==> src/rtl/seq_pattern_gen_if.sv <==
`default_nettype none
// ============================================================================
// Module   : seq_pattern_gen_if
// Brief    : Control/stream bundle for the serial pattern transmitter.
// Revision : 1.0
// ============================================================================
interface seq_pattern_gen_if #(
    parameter int PAT_W = 4,
    parameter int CNT_W = 8
);
    logic             start;
    logic [PAT_W-1:0] pattern;
    logic [CNT_W-1:0] rep_count;
    logic             abort;
    logic             out_bit;
    logic             out_valid;
    logic             busy;
    logic             done;
    logic [CNT_W-1:0] sent_count;

    modport master (
        output start, pattern, rep_count, abort,
        input  out_bit, out_valid, busy, done, sent_count
    );

    modport slave (
        input  start, pattern, rep_count, abort,
        output out_bit, out_valid, busy, done, sent_count
    );
endinterface
`default_nettype wire

==> src/rtl/seq_pattern_gen.sv <==
`default_nettype none
// ============================================================================
// Module   : seq_pattern_gen
// Brief    : Sends a latched PAT_W-bit pattern MSB first, rep_count times,
//            with GAP_BITS zero bits between repetitions.
// Revision : 1.0
// ============================================================================
module seq_pattern_gen #(
    parameter int PAT_W    = 4,
    parameter int CNT_W    = 8,
    parameter int GAP_BITS = 1
) (
    input  logic                 clk,
    input  logic                 rst_n,
    seq_pattern_gen_if.slave     bus
);
    localparam int BIT_CW = $clog2(PAT_W + 1);
    localparam int GAP_CW = (GAP_BITS < 2) ? 1 : $clog2(GAP_BITS + 1);

    localparam logic [1:0] S_IDLE = 2'd0;
    localparam logic [1:0] S_SEND = 2'd1;
    localparam logic [1:0] S_GAP  = 2'd2;
    localparam logic [1:0] S_DONE = 2'd3;

    localparam logic [BIT_CW-1:0] C_PAT    = BIT_CW'(PAT_W);
    localparam logic [BIT_CW-1:0] C_B_ONE  = BIT_CW'(1);
    localparam logic [GAP_CW-1:0] C_GAP    = GAP_CW'(GAP_BITS);
    localparam logic [GAP_CW-1:0] C_G_ONE  = GAP_CW'(1);

    logic [1:0]        state_q,     state_d;
    logic [PAT_W-1:0]  shreg_q,     shreg_d;
    logic [PAT_W-1:0]  pat_q,       pat_d;
    logic [CNT_W-1:0]  rep_q,       rep_d;
    logic [BIT_CW-1:0] bitcnt_q,    bitcnt_d;
    logic [GAP_CW-1:0] gapcnt_q,    gapcnt_d;
    logic              out_bit_q,   out_bit_d;
    logic              out_valid_q, out_valid_d;
    logic              busy_q,      busy_d;
    logic              done_q,      done_d;
    logic [CNT_W-1:0]  sent_q,      sent_d;

    logic [CNT_W:0]    w_sent_inc;
    logic              w_more;
    logic [CNT_W-1:0]  w_sent_sat;

    // w_more: another repetition follows the pattern that is finishing now.
    assign w_sent_inc = {1'b0, sent_q} + (CNT_W+1)'(1);
    assign w_more     = w_sent_inc < {1'b0, rep_q};
    assign w_sent_sat = (&sent_q) ? sent_q : w_sent_inc[CNT_W-1:0];

    always_comb begin
        state_d     = state_q;
        shreg_d     = shreg_q;
        pat_d       = pat_q;
        rep_d       = rep_q;
        bitcnt_d    = bitcnt_q;
        gapcnt_d    = gapcnt_q;
        out_bit_d   = 1'b0;
        out_valid_d = 1'b0;
        busy_d      = 1'b0;
        done_d      = 1'b0;
        sent_d      = sent_q;
        case (state_q)
            S_IDLE: begin
                if (bus.start && !bus.abort) begin
                    sent_d = '0;
                    if (bus.rep_count != '0) begin
                        pat_d       = bus.pattern;
                        rep_d       = bus.rep_count;
                        state_d     = S_SEND;
                        out_bit_d   = bus.pattern[PAT_W-1];
                        out_valid_d = 1'b1;
                        busy_d      = 1'b1;
                        shreg_d     = bus.pattern << 1;
                        bitcnt_d    = C_B_ONE;
                    end else begin
                        state_d = S_DONE;
                        done_d  = 1'b1;
                    end
                end
            end
            S_SEND: begin
                if (bus.abort) begin
                    state_d = S_IDLE;
                end else if (bitcnt_q == C_PAT) begin
                    sent_d = w_sent_sat;
                    if (!w_more) begin
                        state_d = S_DONE;
                        done_d  = 1'b1;
                    end else if (GAP_BITS > 0) begin
                        state_d     = S_GAP;
                        out_valid_d = 1'b1;
                        busy_d      = 1'b1;
                        gapcnt_d    = C_G_ONE;
                    end else begin
                        out_bit_d   = pat_q[PAT_W-1];
                        out_valid_d = 1'b1;
                        busy_d      = 1'b1;
                        shreg_d     = pat_q << 1;
                        bitcnt_d    = C_B_ONE;
                    end
                end else begin
                    out_bit_d   = shreg_q[PAT_W-1];
                    out_valid_d = 1'b1;
                    busy_d      = 1'b1;
                    shreg_d     = shreg_q << 1;
                    bitcnt_d    = bitcnt_q + C_B_ONE;
                end
            end
            S_GAP: begin
                if (bus.abort) begin
                    state_d = S_IDLE;
                end else if (gapcnt_q == C_GAP) begin
                    state_d     = S_SEND;
                    out_bit_d   = pat_q[PAT_W-1];
                    out_valid_d = 1'b1;
                    busy_d      = 1'b1;
                    shreg_d     = pat_q << 1;
                    bitcnt_d    = C_B_ONE;
                end else begin
                    out_valid_d = 1'b1;
                    busy_d      = 1'b1;
                    gapcnt_d    = gapcnt_q + C_G_ONE;
                end
            end
            S_DONE:  state_d = S_IDLE;
            default: state_d = S_IDLE;
        endcase
    end

    always_ff @(posedge clk or negedge rst_n) begin
        if (!rst_n) begin
            state_q     <= S_IDLE;
            shreg_q     <= '0;
            pat_q       <= '0;
            rep_q       <= '0;
            bitcnt_q    <= '0;
            gapcnt_q    <= '0;
            out_bit_q   <= 1'b0;
            out_valid_q <= 1'b0;
            busy_q      <= 1'b0;
            done_q      <= 1'b0;
            sent_q      <= '0;
        end else begin
            state_q     <= state_d;
            shreg_q     <= shreg_d;
            pat_q       <= pat_d;
            rep_q       <= rep_d;
            bitcnt_q    <= bitcnt_d;
            gapcnt_q    <= gapcnt_d;
            out_bit_q   <= out_bit_d;
            out_valid_q <= out_valid_d;
            busy_q      <= busy_d;
            done_q      <= done_d;
            sent_q      <= sent_d;
        end
    end

    assign bus.out_bit    = out_bit_q;
    assign bus.out_valid  = out_valid_q;
    assign bus.busy       = busy_q;
    assign bus.done       = done_q;
    assign bus.sent_count = sent_q;
endmodule
`default_nettype wire
==> src/flat_wrapper.sv <==
// flat-port wrapper written by rule: the top's interface ports become plain ports
module seq_pattern_gen_flat 
#(
    parameter int PAT_W    = 4,
    parameter int CNT_W    = 8,
    parameter int GAP_BITS = 1
)
  (clk, rst_n, bus_start, bus_pattern, bus_rep_count, bus_abort, bus_out_bit, bus_out_valid, bus_busy, bus_done, bus_sent_count);
  seq_pattern_gen_if #(.PAT_W(PAT_W), .CNT_W(CNT_W)) bus_i ();
  input  logic clk;
  input  logic rst_n;
  input wire logic [$bits(bus_i.start)-1:0] bus_start;
  input wire logic [$bits(bus_i.pattern)-1:0] bus_pattern;
  input wire logic [$bits(bus_i.rep_count)-1:0] bus_rep_count;
  input wire logic [$bits(bus_i.abort)-1:0] bus_abort;
  output wire logic [$bits(bus_i.out_bit)-1:0] bus_out_bit;
  output wire logic [$bits(bus_i.out_valid)-1:0] bus_out_valid;
  output wire logic [$bits(bus_i.busy)-1:0] bus_busy;
  output wire logic [$bits(bus_i.done)-1:0] bus_done;
  output wire logic [$bits(bus_i.sent_count)-1:0] bus_sent_count;
  assign bus_i.start = bus_start;
  assign bus_i.pattern = bus_pattern;
  assign bus_i.rep_count = bus_rep_count;
  assign bus_i.abort = bus_abort;
  assign bus_out_bit = bus_i.out_bit;
  assign bus_out_valid = bus_i.out_valid;
  assign bus_busy = bus_i.busy;
  assign bus_done = bus_i.done;
  assign bus_sent_count = bus_i.sent_count;
  seq_pattern_gen #(.PAT_W(PAT_W), .CNT_W(CNT_W), .GAP_BITS(GAP_BITS)) u_core (.clk(clk), .rst_n(rst_n), .bus(bus_i));
endmodule
==> config.mk <==
export PLATFORM = sky130hd
export DESIGN_NAME = seq_pattern_gen_flat
export DESIGN_NICKNAME = d
export VERILOG_FILES = /design/src/rtl/seq_pattern_gen_if.sv /design/src/rtl/seq_pattern_gen.sv /design/src/flat_wrapper.sv
export SDC_FILE = /design/constraint.sdc
export NUM_CORES = 1
export LEC_CHECK = 0
export ABC_AREA = 1
export BUFFER_PORTS_ARGS = -buffer_cell sky130_fd_sc_hd__buf_2
export CELL_PAD_IN_SITES_DETAIL_PLACEMENT = 0
export CELL_PAD_IN_SITES_GLOBAL_PLACEMENT = 1
export CORE_MARGIN = 2
export CORE_UTILIZATION = 35
export CTS_BUF_LIST = sky130_fd_sc_hd__clkbuf_8 sky130_fd_sc_hd__clkbuf_16
export DETAILED_ROUTE_END_ITERATION = 16
export PLACE_DENSITY = 0.78
export SETUP_SLACK_MARGIN = 0.3
export SLEW_MARGIN = 15
export SYNTH_ARGS = -nofsm -noshare
export SYNTH_HDL_FRONTEND = slang
export SYNTH_SLANG_ARGS = --single-unit
export TNS_END_PERCENT = 20
==> constraint.sdc <==
create_clock -name clk -period 2.2 [get_ports clk]
set_input_delay 0.11 -clock clk [delete_from_list [all_inputs] [get_ports clk]]
set_output_delay 0.11 -clock clk [all_outputs]
set_load 0.02 [all_outputs]
==> run metrics <==
worst slack at placement 0.107 ns; min-delay worst type in -> reg; Buf/Inv on CP 2; Yosys reg bits 32; Worst-path clk slew 0.08 ns; count leader, synth nand2_1; number of global-route vias before repair 1546; Cells after DPL 337; CP Max Fanout 5; via count ~1600; Total GRT Usage 14.8%; Overflow after GRT 0; async set-reset flop share out of synthesis 100%; Post-synth EDFFs 0; Hold Vio Cnt, Final 0; Final WS setup about 0.14 ns; Power per Cell Area roughly 1100 nW/um^2; Row Count 26; Reg-to-Reg Start u_core.bus.sent_count[0]$_DFFE_PN0P_; Finish-stage setup viols 0; synth top area cells dfrtp_1 (42%), nand2_1 (13%), ha_1 (9.2%); crit path DAT 2.27 ns; core box area 5170 sq um; Max Cap Viol 0; Setup crit start kind flip-flop; ANT nets after route 0; H-tree depth 2; worst-path cell chain ha_4 -> nand3_2 -> nor2_2 -> xor2_1 -> inv_1 -> ha_1 -> nand3_1 -> nand3_1 -> inv_2 -> nand2_4 -> nand2_4 -> nand2_1 -> a21oi_2; CTS tree done; DRC Markers 0; hold_ws ~0.042 ns; worst-skew pair later-pin latency 0.29 ns; Internal 1.53 mW; initial antenna violation count 0; Rel. slew slack 48.6%; Synth Cell Area 1910 sq um; final slew viol count 0; Worst Tran Pin Value 0.772 ns; share of cells above drive strength 1 26.8%; first-pass GRT wire length 7130 microns; Critical Path RT about 2.4 ns; Slowest-stage cell, CP dfrtp_2; Crit Path Category reg -> reg; hold wc startpoint bus_rep_count[7]; GPL Wtd Cong 0.856; Syn. warnings 0; top_reg_cell synth dfrtp_1; total die area 6050 sq um; Worst R2R Path Depth 13; Net Sw Frac between 40% and 50%; switching power 1.18 mW; Peak VDD IR 0.569 mV; Flop pwr share 33.9%; Die Y 77.8 microns; leakage power 1.25 nW; Finished Layout Cells 350; DPL Wire Length 3070 microns; R2R setup slack 0.14 ns; Avg Inst Size Synth 7.91 sq um; FMAX 0.485 GHz; initial core utilization 36.8%; Netlist cell types 30; part of the cycle the worst path needs 93.7%; I/O pin cnt 28; Final #Nets 309; Layout area overhead 24.4%; WL final 4240 microns; cell taking the most area after synthesis dfrtp_1; DRT iter0 DRCs around 130; combinational fraction of design power 48.3%; Yosys top cell area share 42.0%; Hold EP u_core.rep_q[7]$_DFFE_PN0P_; Gate Count Post-Synth ~240; fin crit period 2.06 ns; RSZ-0062 raised after global routing true; FILL cells 507; TritonCTS Buffers 5; average wire per standard cell about 12 microns; Post-synth top cells nand2_1 (65), inv_1 (39), dfrtp_1 (32); post-synthesis sequential area ratio 42.0%; Reg-to-Reg End u_core.bus.busy$_DFF_PN0_; clk sinks 32; outcome finished clean; delay-heaviest family, CP simple AND/OR/NAND/NOR gates; CTS root buffer clkbuf_8; Port-buffer cells 27; CTS max path bufs 2; largest net degree at the start of global routing 33; Detailed Routing Iterations Pass 1 4; Syn Nets about 270; Layout Utilization 45.8%; Worst path max stage delay 0.44 ns; Clock Skew around 0.015 ns; clock share of power 17.8%; hold path cells 3; die width ~80 microns; n_diodes 0; Vias/cell 4.65; CP endpoint kind flip-flop; final setup TNS 0 ns
[cell type report]
type,instances,area [sq um],area share [%]
clock inverter,2,11.3,0.475
inverter,41,154,6.49
multi-input combinational,164,1030,43.5
clock buffer,6,82.6,3.48
sequential,32,806,34.0
tap,70,87.6,3.70
timing repair buffer,35,198,8.34
[cell usage in the layout (no fill, tap or decap), types with 5 or more instances in the layout]
cell type	Yosys	layout
nand3_1	17	14
buf_2	1	27
ha_1	14	12
inv_1	39	39
dfrtp_1	32	28
buf_4	2	7
o21ai_0	15	15
clkbuf_8	0	6
nand2_2	4	5
nor2_1	17	14
nand2_1	65	61
[metrics by stage]
step | area (sq um) | total power, mW
after floorplan | 1950 | 1.87
after global placement | 2170 | 2.15
after detailed placement | 2170 | 2.16
after CTS | 2280 | 2.65
after global routing | 2370 | 2.95
final | 2370 | 2.71
[layer usage]
| layer | vias up | global-route usage, % | part of all wire (%) |
|---|---|---|---|
| met5 | - | 0 | 0 |
| met3 | 4 | 3.02 | 4.8 |
| met4 | 0 | 4.29 | 1.0 |
| li1 | 842 | - | - |
| met2 | 35 | 21.6 | 44 |
| met1 | 745 | 21.9 | 50 |
[flip-flops by register name, summed over array words and instances, names as in the netlist]
register               cells
u_core.bitcnt_q            3
u_core.bus.busy            1
u_core.bus.done            1
u_core.bus.out_bit         1
u_core.bus.sent_count      8
u_core.gapcnt_q            1
u_core.pat_q               4
u_core.rep_q               8
u_core.shreg_q             3
u_core.state_q             2
[cells by family after synthesis]
group,Yosys count,synth area share [%]
AOI/OAI and AO/OA,34,10.2
xor gates and xnor gates,5,2.30
adders and majority gates,14,9.19
buffers and inverters,45,9.72
DFF,32,42.0
and+or+nand+nor,111,26.5
[repair_timing]
item,4_1_cts,5_1_grt
endpoints found under the setup margin,4,18
endpoints found under the hold margin,32,0
setup buffers,1,3
gates resized for setup,0,18
pin swaps,3,3
hold buffers,1,0
[how the worst max path moves through the flow]
stage | end | depth (start not counted) | start
floorplan | u_core.bus.busy$_DFF_PN0_ | 13 | u_core.bus.sent_count[0]$_DFFE_PN0P_
global placement | u_core.state_q[0]$_DFFE_PN0P_ | 12 | u_core.bus.sent_count[0]$_DFFE_PN0P_
detailed placement | u_core.state_q[0]$_DFFE_PN0P_ | 12 | u_core.bus.sent_count[1]$_DFFE_PN0P_
CTS | u_core.bus.busy$_DFF_PN0_ | 14 | u_core.bus.sent_count[1]$_DFFE_PN0P_
global route | u_core.bus.busy$_DFF_PN0_ | 13 | u_core.bus.sent_count[0]$_DFFE_PN0P_
finish | u_core.bus.busy$_DFF_PN0_ | 13 | u_core.bus.sent_count[0]$_DFFE_PN0P_
[power by group through the flow]
stage | Clock [mW] | Combinational (mW) | Sequential, mW
floorplan | 0 | 0.932 | 0.934
global placement | 0 | 1.23 | 0.917
detailed placement | 0 | 1.24 | 0.924
CTS | 0.493 | 1.24 | 0.913
global route | 0.512 | 1.50 | 0.943
finish | 0.481 | 1.31 | 0.917
[worst register-to-register path, cell delays in order, from the launching register on]
cell and delay (ns):
dfrtp_2 0.44, ha_4 0.17, nand3_2 0.13, nor2_2 0.15
xor2_1 0.20, inv_1 0.08, ha_1 0.29, nand3_1 0.07
nand3_1 0.09, inv_2 0.09, nand2_4 0.06, nand2_4 0.05
nand2_1 0.06, a21oi_2 0.12
Power figures use the tool's default switching activity.
